<file path="config.mk">
export PLATFORM = sky130hd
export DESIGN_NAME = instr_fetch_unit
export DESIGN_NICKNAME = d
export VERILOG_FILES = /design/src/rtl/instr_fetch_unit.sv
export SDC_FILE = /design/constraint.sdc
export NUM_CORES = 1
export LEC_CHECK = 0
export CAP_MARGIN = 20
export CORE_MARGIN = 2
export CORE_UTILIZATION = 39
export CTS_CLUSTER_DIAMETER = 200
export DETAILED_ROUTE_END_ITERATION = 7
export PLACE_DENSITY = 0.73
export SLEW_MARGIN = 20
export SYNTH_ARGS = -nofsm -noshare
export SYNTH_HDL_FRONTEND = slang
export SYNTH_SLANG_ARGS = --single-unit
</file>
<file path="constraint.sdc">
create_clock -name clk -period 1.5 [get_ports clk]
set_input_delay 0.225 -clock clk [delete_from_list [all_inputs] [get_ports clk]]
set_output_delay 0.225 -clock clk [all_outputs]
set_load 0.05 [all_outputs]
</file>
<file path="src/rtl/instr_fetch_unit.sv">
// Instruction fetch unit: holds PC and IR, fetches one word per instruction
// from instruction memory and presents it to the opcode controller.
module instr_fetch_unit #(
    parameter int ADDR_WIDTH    = 8,
    parameter int OPERAND_WIDTH = 8
) (
    input  logic                       clk,
    input  logic                       rst,
    input  logic                       start,
    output logic                       imem_req,
    output logic [ADDR_WIDTH-1:0]      imem_addr,
    input  logic                       imem_ack,
    input  logic [OPERAND_WIDTH+3:0]   imem_rdata,
    input  logic                       stall,
    output logic [3:0]                 opcode,
    output logic [OPERAND_WIDTH-1:0]   operand,
    output logic                       instr_valid,
    output logic [ADDR_WIDTH-1:0]      pc,
    output logic                       halted
);

    localparam int         IW      = OPERAND_WIDTH + 4;
    localparam logic [3:0] OP_JMP  = 4'b0100;
    localparam logic [3:0] OP_HALT = 4'b1111;

    typedef enum logic [1:0] {
        S_IDLE   = 2'd0,
        S_FETCH  = 2'd1,
        S_ISSUE  = 2'd2,
        S_HALTED = 2'd3
    } state_t;

    state_t                 state_q, state_d;
    logic [ADDR_WIDTH-1:0]  pc_q, pc_d;
    logic [IW-1:0]          ir_q, ir_d;
    logic                   req_q, req_d;
    logic                   valid_q, valid_d;
    logic                   halted_q, halted_d;
    logic [3:0]             ir_op;

    assign ir_op = ir_q[IW-1 -: 4];

    always_comb begin
        state_d = state_q;
        pc_d    = pc_q;
        ir_d    = ir_q;
        case (state_q)
            S_IDLE: begin
                if (start) state_d = S_FETCH;
            end
            S_FETCH: begin
                if (imem_ack) begin
                    ir_d    = imem_rdata;
                    state_d = S_ISSUE;
                end
            end
            S_ISSUE: begin
                if (!stall) begin
                    if (ir_op == OP_JMP) pc_d = ir_q[ADDR_WIDTH-1:0];
                    else                 pc_d = pc_q + ADDR_WIDTH'(1);
                    state_d = (ir_op == OP_HALT) ? S_HALTED : S_FETCH;
                end
            end
            default: state_d = S_HALTED;
        endcase
        // Output flags are registered off the next state so they track state_q exactly.
        req_d    = (state_d == S_FETCH);
        valid_d  = (state_d == S_ISSUE);
        halted_d = (state_d == S_HALTED);
    end

    always_ff @(posedge clk) begin
        if (rst) begin
            state_q  <= S_IDLE;
            pc_q     <= '0;
            ir_q     <= '0;
            req_q    <= 1'b0;
            valid_q  <= 1'b0;
            halted_q <= 1'b0;
        end else begin
            state_q  <= state_d;
            pc_q     <= pc_d;
            ir_q     <= ir_d;
            req_q    <= req_d;
            valid_q  <= valid_d;
            halted_q <= halted_d;
        end
    end

    assign imem_req    = req_q;
    assign imem_addr   = pc_q;
    assign pc          = pc_q;
    assign instr_valid = valid_q;
    assign halted      = halted_q;
    assign opcode      = valid_q ? ir_op : 4'b0000;
    assign operand     = valid_q ? ir_q[OPERAND_WIDTH-1:0] : '0;

endmodule

</file>
# Yosys cells after proc, flatten, opt, wreduce, memory -nomap -nowiden
# Index checks and enable logic that the tools add are counted.
# totals
reg_bits	25
inputBits	17
out_inout_bits	31
elab_cells	26
# op_classes
addsub	1
eq_ne	7
n_mux	8
bitwise	1
n_reduce_logical	3
# op_table
operator	count
$mux W8	2
$add A8 B1 Y8 const B	1
$mux W2	4
$eq A2 B2 Y1 const B	3
$pmux W2 S3	1
$eq A2 B1 Y1 const B	2
$eq A4 B3 Y1 const B	1
$eq A4 B4 Y1 const B	1
$mux W4	1
$reduce_and A2 Y1	2
$logic_not A2 Y1	1
$not A1 Y1	1

# Logic depth before layout (Yosys ltp)
# depth
ltp_word	5
depth_mapped	5

# Least setup slack after synthesis
# Ideal clock, no wire load.
# synth_timing
kind	register -> register
from	reg pc_q[0] (netlist: imem_addr[0])
to	reg pc_q[4] (netlist: imem_addr[4])
setup_ns	0.079
arrival_time_ns	1.484
t_required_ns	1.421
setup_slack_ns	-0.063
stages_incl_launch_ff	6
n_path_buf	0
period_less_slack_ns	1.563
cell_sequence	dfxtp_1 ha_1 nand3_1 a21oi_1 nor2_1 a211oi_2
# synth_via
elab_chain_len	2
# synth_lines
element	line_no	rtl
from (decl)	34	logic [ADDR_WIDTH-1:0] pc_q, pc_d;
from (signal assigned)	82	pc_q <= pc_d;
$add A8 B1 Y8	60	else pc_d = pc_q + ADDR_WIDTH'(1);
$mux W8	59	if (ir_op == OP_JMP) pc_d = ir_q[ADDR_WIDTH-1:0];
# Every way passes these cells.
# A chain may end at the register's enable or synchronous reset.

# Final worst setup path
# layout_timing
from	reg ir_q[11]
to	reg pc_q[5] (netlist: imem_addr[5])
# layout_via
elab_chain_len	2
# layout_lines
element	line_no	rtl
from (decl)	35	logic [IW-1:0] ir_q, ir_d;
from (signal assigned)	83	ir_q <= ir_d;
$eq A4 B3 Y1	59	
$mux W8	59	
# Every way passes these cells.

==> reports/metrics.yaml <==
vias_per_cell: 4.97
cp-start-kind: "register"
final_nets: 224
crit_path_max_fanout: 15
finalCritPeriodShare: 0.950
worst_skew_pair.late_latency_ns: 0.32
pin_count: 48
cts_max_level: 1
p_comb_frac: 0.205
clk_pin_slew_worst_paths_ns: 0.13
rows: 20
p_per_area_mw_per_mm2: 608
cp_common_cell: "buf_4"
endpoint_kind: "register"
post-place-cells: 245
hp-class: "input port to register"
slew_viol_final: 0
final_core_util: 0.696
place_congestion: 0.877
seqPwrFrac: 0.563
rsz0062_at_grt: "false"
antennaDiodeCount: 0
totalPowerFinal_mw: 1.28
fin_area_mm2: 0.00211
synth_simple_gate_area_frac: 0.304
leakage_nw: 0.805
dieArea_mm2: 0.00364
synth.largest_area_cell: "dfxtp_1"
drc: 0
internal_power_uw: 921
path_cells: "buf_4 -> nor4b_2 -> buf_4 -> a31o_2 -> a21oi_1 -> a211oi_2"
ys_seq_elements: 25
setup_tns_ns: 0
grt_overflow: 0
synth_ff_type: "dfxtp_1"
max_stage_delay_ns: 0.33
cts_made_buffers: 3
r2r_end: "imem_addr[5]"
yosys_warnings: 0
via_count: 1238
antenna_found_initial: 0
synth_cells: 156
yosys-top-cells-area: "dfxtp_1 40%, nand2_1 9.4%, a21oi_1 7.7%"
drt_pass1_iterations: 4
synthXorXnorAreaFrac: 0
fin_worst_skew_ns: 0.00658
drv_cap: 0
post-place-ws_ns: -0.0796
ys_seq_area_frac: 0.404
die_x_um: 60.3
cts_root_buffer: "clkbuf_4"
slowest_stage: "dfxtp_1"
drive_gt1_frac: 0.332
coreArea_mm2: 0.00303
slew_headroom: 0.730
min_to: "ir_q[5]"
fin_cells: 249
worst_slew_pin_slew_ns: 0.406
tritoncts: "yes"
routed_wl_mm: 3.23
post_cts_buffers: 0
max_freq_mhz: 702
setup_viol: 0
switching_share: 0.282
p_clk_frac: 0.232
ir_drop_uv: 442
area_delta_synth_final_pct: 70.4
worst_slack_ns: 0.0757
period_needed_ns: 1.42
yosysTopAreaCellShare: 0.404
ant_nets: 0
syn_avg_cell_area_um2: 7.93
holdCritStartpoint: "imem_rdata[5]"
synth_fa_ha_area_frac: 0.0101
grt_max_degree: 16
crit_required_ns: 1.75
switching_power_uw: 362
synth_edf_count: 0
path_class: "register to register"
io_buffers: 47
synth_compound_area_frac: 0.192
hold_path_depth: 3
synth_top_family_by_area: "simple AND/OR/NAND/NOR gates"
syn-num-nets: 174
cts_buffer_depth: 2
dp_hpwl_mm: 2.56
async_flop_share: 0
grtUsageTotal: 0.200
drtIter0Drc: 28
reg2reg_from: "ir_q[11]"
grt_pass1_wl_mm: 5.49
netlist_area_mm2: 0.00124
cts.sinks: 25
dieHeight_um: 60.3
wl_per_cell_um: 13.0
hold_violations: 0
synth.mux.area_fraction: 0.00809
placed_area_mm2: 0.00207
initial_core_util: 0.409
reg2regPathDepth: 6
grt_pass1_vias: 1231
synth_cell_type_count: 36
status: "finished clean"
cp_data_arrival_time_ns: 1.67
hold_ws_ns: 0.443
r2r_setup_slack_ns: 0.08
==> worst max path at each step <==
| stage | startpoint | endpoint | slack [ns] |
|---|---|---|---|
| 2_1_floorplan | imem_addr[1] | imem_addr[4] | -0.05 |
| 3_3_place_gp | stall | imem_addr[4] | -0.02 |
| 3_5_place_dp | stall | imem_addr[0] | -0.08 |
| 4_1_cts | ir_q[11] | imem_addr[5] | 0.01 |
| 5_1_grt | ir_q[10] | imem_addr[6] | 0.007 |
| 6_report | ir_q[11] | imem_addr[5] | 0.08 |
==> registers in the layout, indices dropped and copies added, names as in the netlist <==
| register | flops |
|---|---|
| state_q | 2 |
| instr_valid | 1 |
| ir_q | 12 |
| imem_req | 1 |
| halted | 1 |
| imem_addr | 8 |
==> layout make-up <==
type | count | area [um^2]
fill | 255 | 920
clock inverter | 1 | 5.00
sequential | 25 | 505
multi-input combinational | 114 | 656
clock buffer | 3 | 22.5
timing repair buffer | 61 | 861
inverter | 1 | 3.75
tap | 44 | 55.1
==> layer usage <==
| metal | vias to the layer above | wire [um] | part of all wire | global-route usage |
|---|---|---|---|---|
| li1 | 631 | - | - | - |
| met1 | 560 | 1380 | 0.43 | 0.236 |
| met2 | 45 | 1650 | 0.51 | 0.366 |
| met3 | 2 | 178 | 0.055 | 0.0299 |
| met4 | 0 | 21 | 0.0065 | 0.0698 |
| met5 | - | 0 | 0 | 0 |
==> cells in the mapped netlist, drive strengths merged (2+ instances only) <==
cell type,count
a211oi,2
a21oi,19
a31oi,2
and2,15
and3,3
buf,11
clkbuf,5
dfxtp,25
nand2,31
nand3,2
nand3b,2
nand4,2
nor2,7
nor3,2
nor3b,2
o21ai,8
==> critical path, delay by kind of cell, from the launching register on <==
family,cells,cell delay (ns)
AOI/OAI and AO/OA,3,0.38
buffers and inverters,2,0.39
DFF,1,0.33
and+or+nand+nor,1,0.26
==> power groups by stage <==
stage / clock network [mW] / registers, mW / logic [mW]
finish: 0.298 / 0.723 / 0.262
global route: 0.344 / 0.728 / 0.282
CTS: 0.310 / 0.723 / 0.262
detailed placement: 0 / 0.738 / 0.261
global placement: 0 / 0.737 / 0.255
floorplan: 0 / 0.761 / 0.108
==> cells in the final DEF (no fill, tap or decap), drive strengths merged, types with 2 or more instances in the layout <==
master	netlist	final
a21oi	19	19
and3	3	3
buf	11	45
o21ai	8	8
and2	15	15
nor2	7	7
clkdlybuf4s50	0	16
a31oi	2	2
nor3	2	2
nor3b	2	2
a211oi	2	2
dfxtp	25	25
nand3b	2	2
clkbuf	5	3
nand3	2	2
nand2	31	31
nand4	2	2
==> kinds of logic (layout without fill, tap and decap cells) <==
group | Yosys count | in the layout
flip-flops | 25 | 25
AND/OR/NAND/NOR | 73 | 73
adder cells (fa/ha/maj) | 1 | 1
multiplexers | 1 | 1
buffers and inverters | 17 | 66
AO/OA/AOI/OAI | 39 | 39
==> timing repair <==
item                       in CTS  in global routing
hold buffers                    0                  0
pin swaps                       0                  0
resized for setup               1                  3
setup endpoints to repair      12                  4
(Power assumes the default switching activity.)
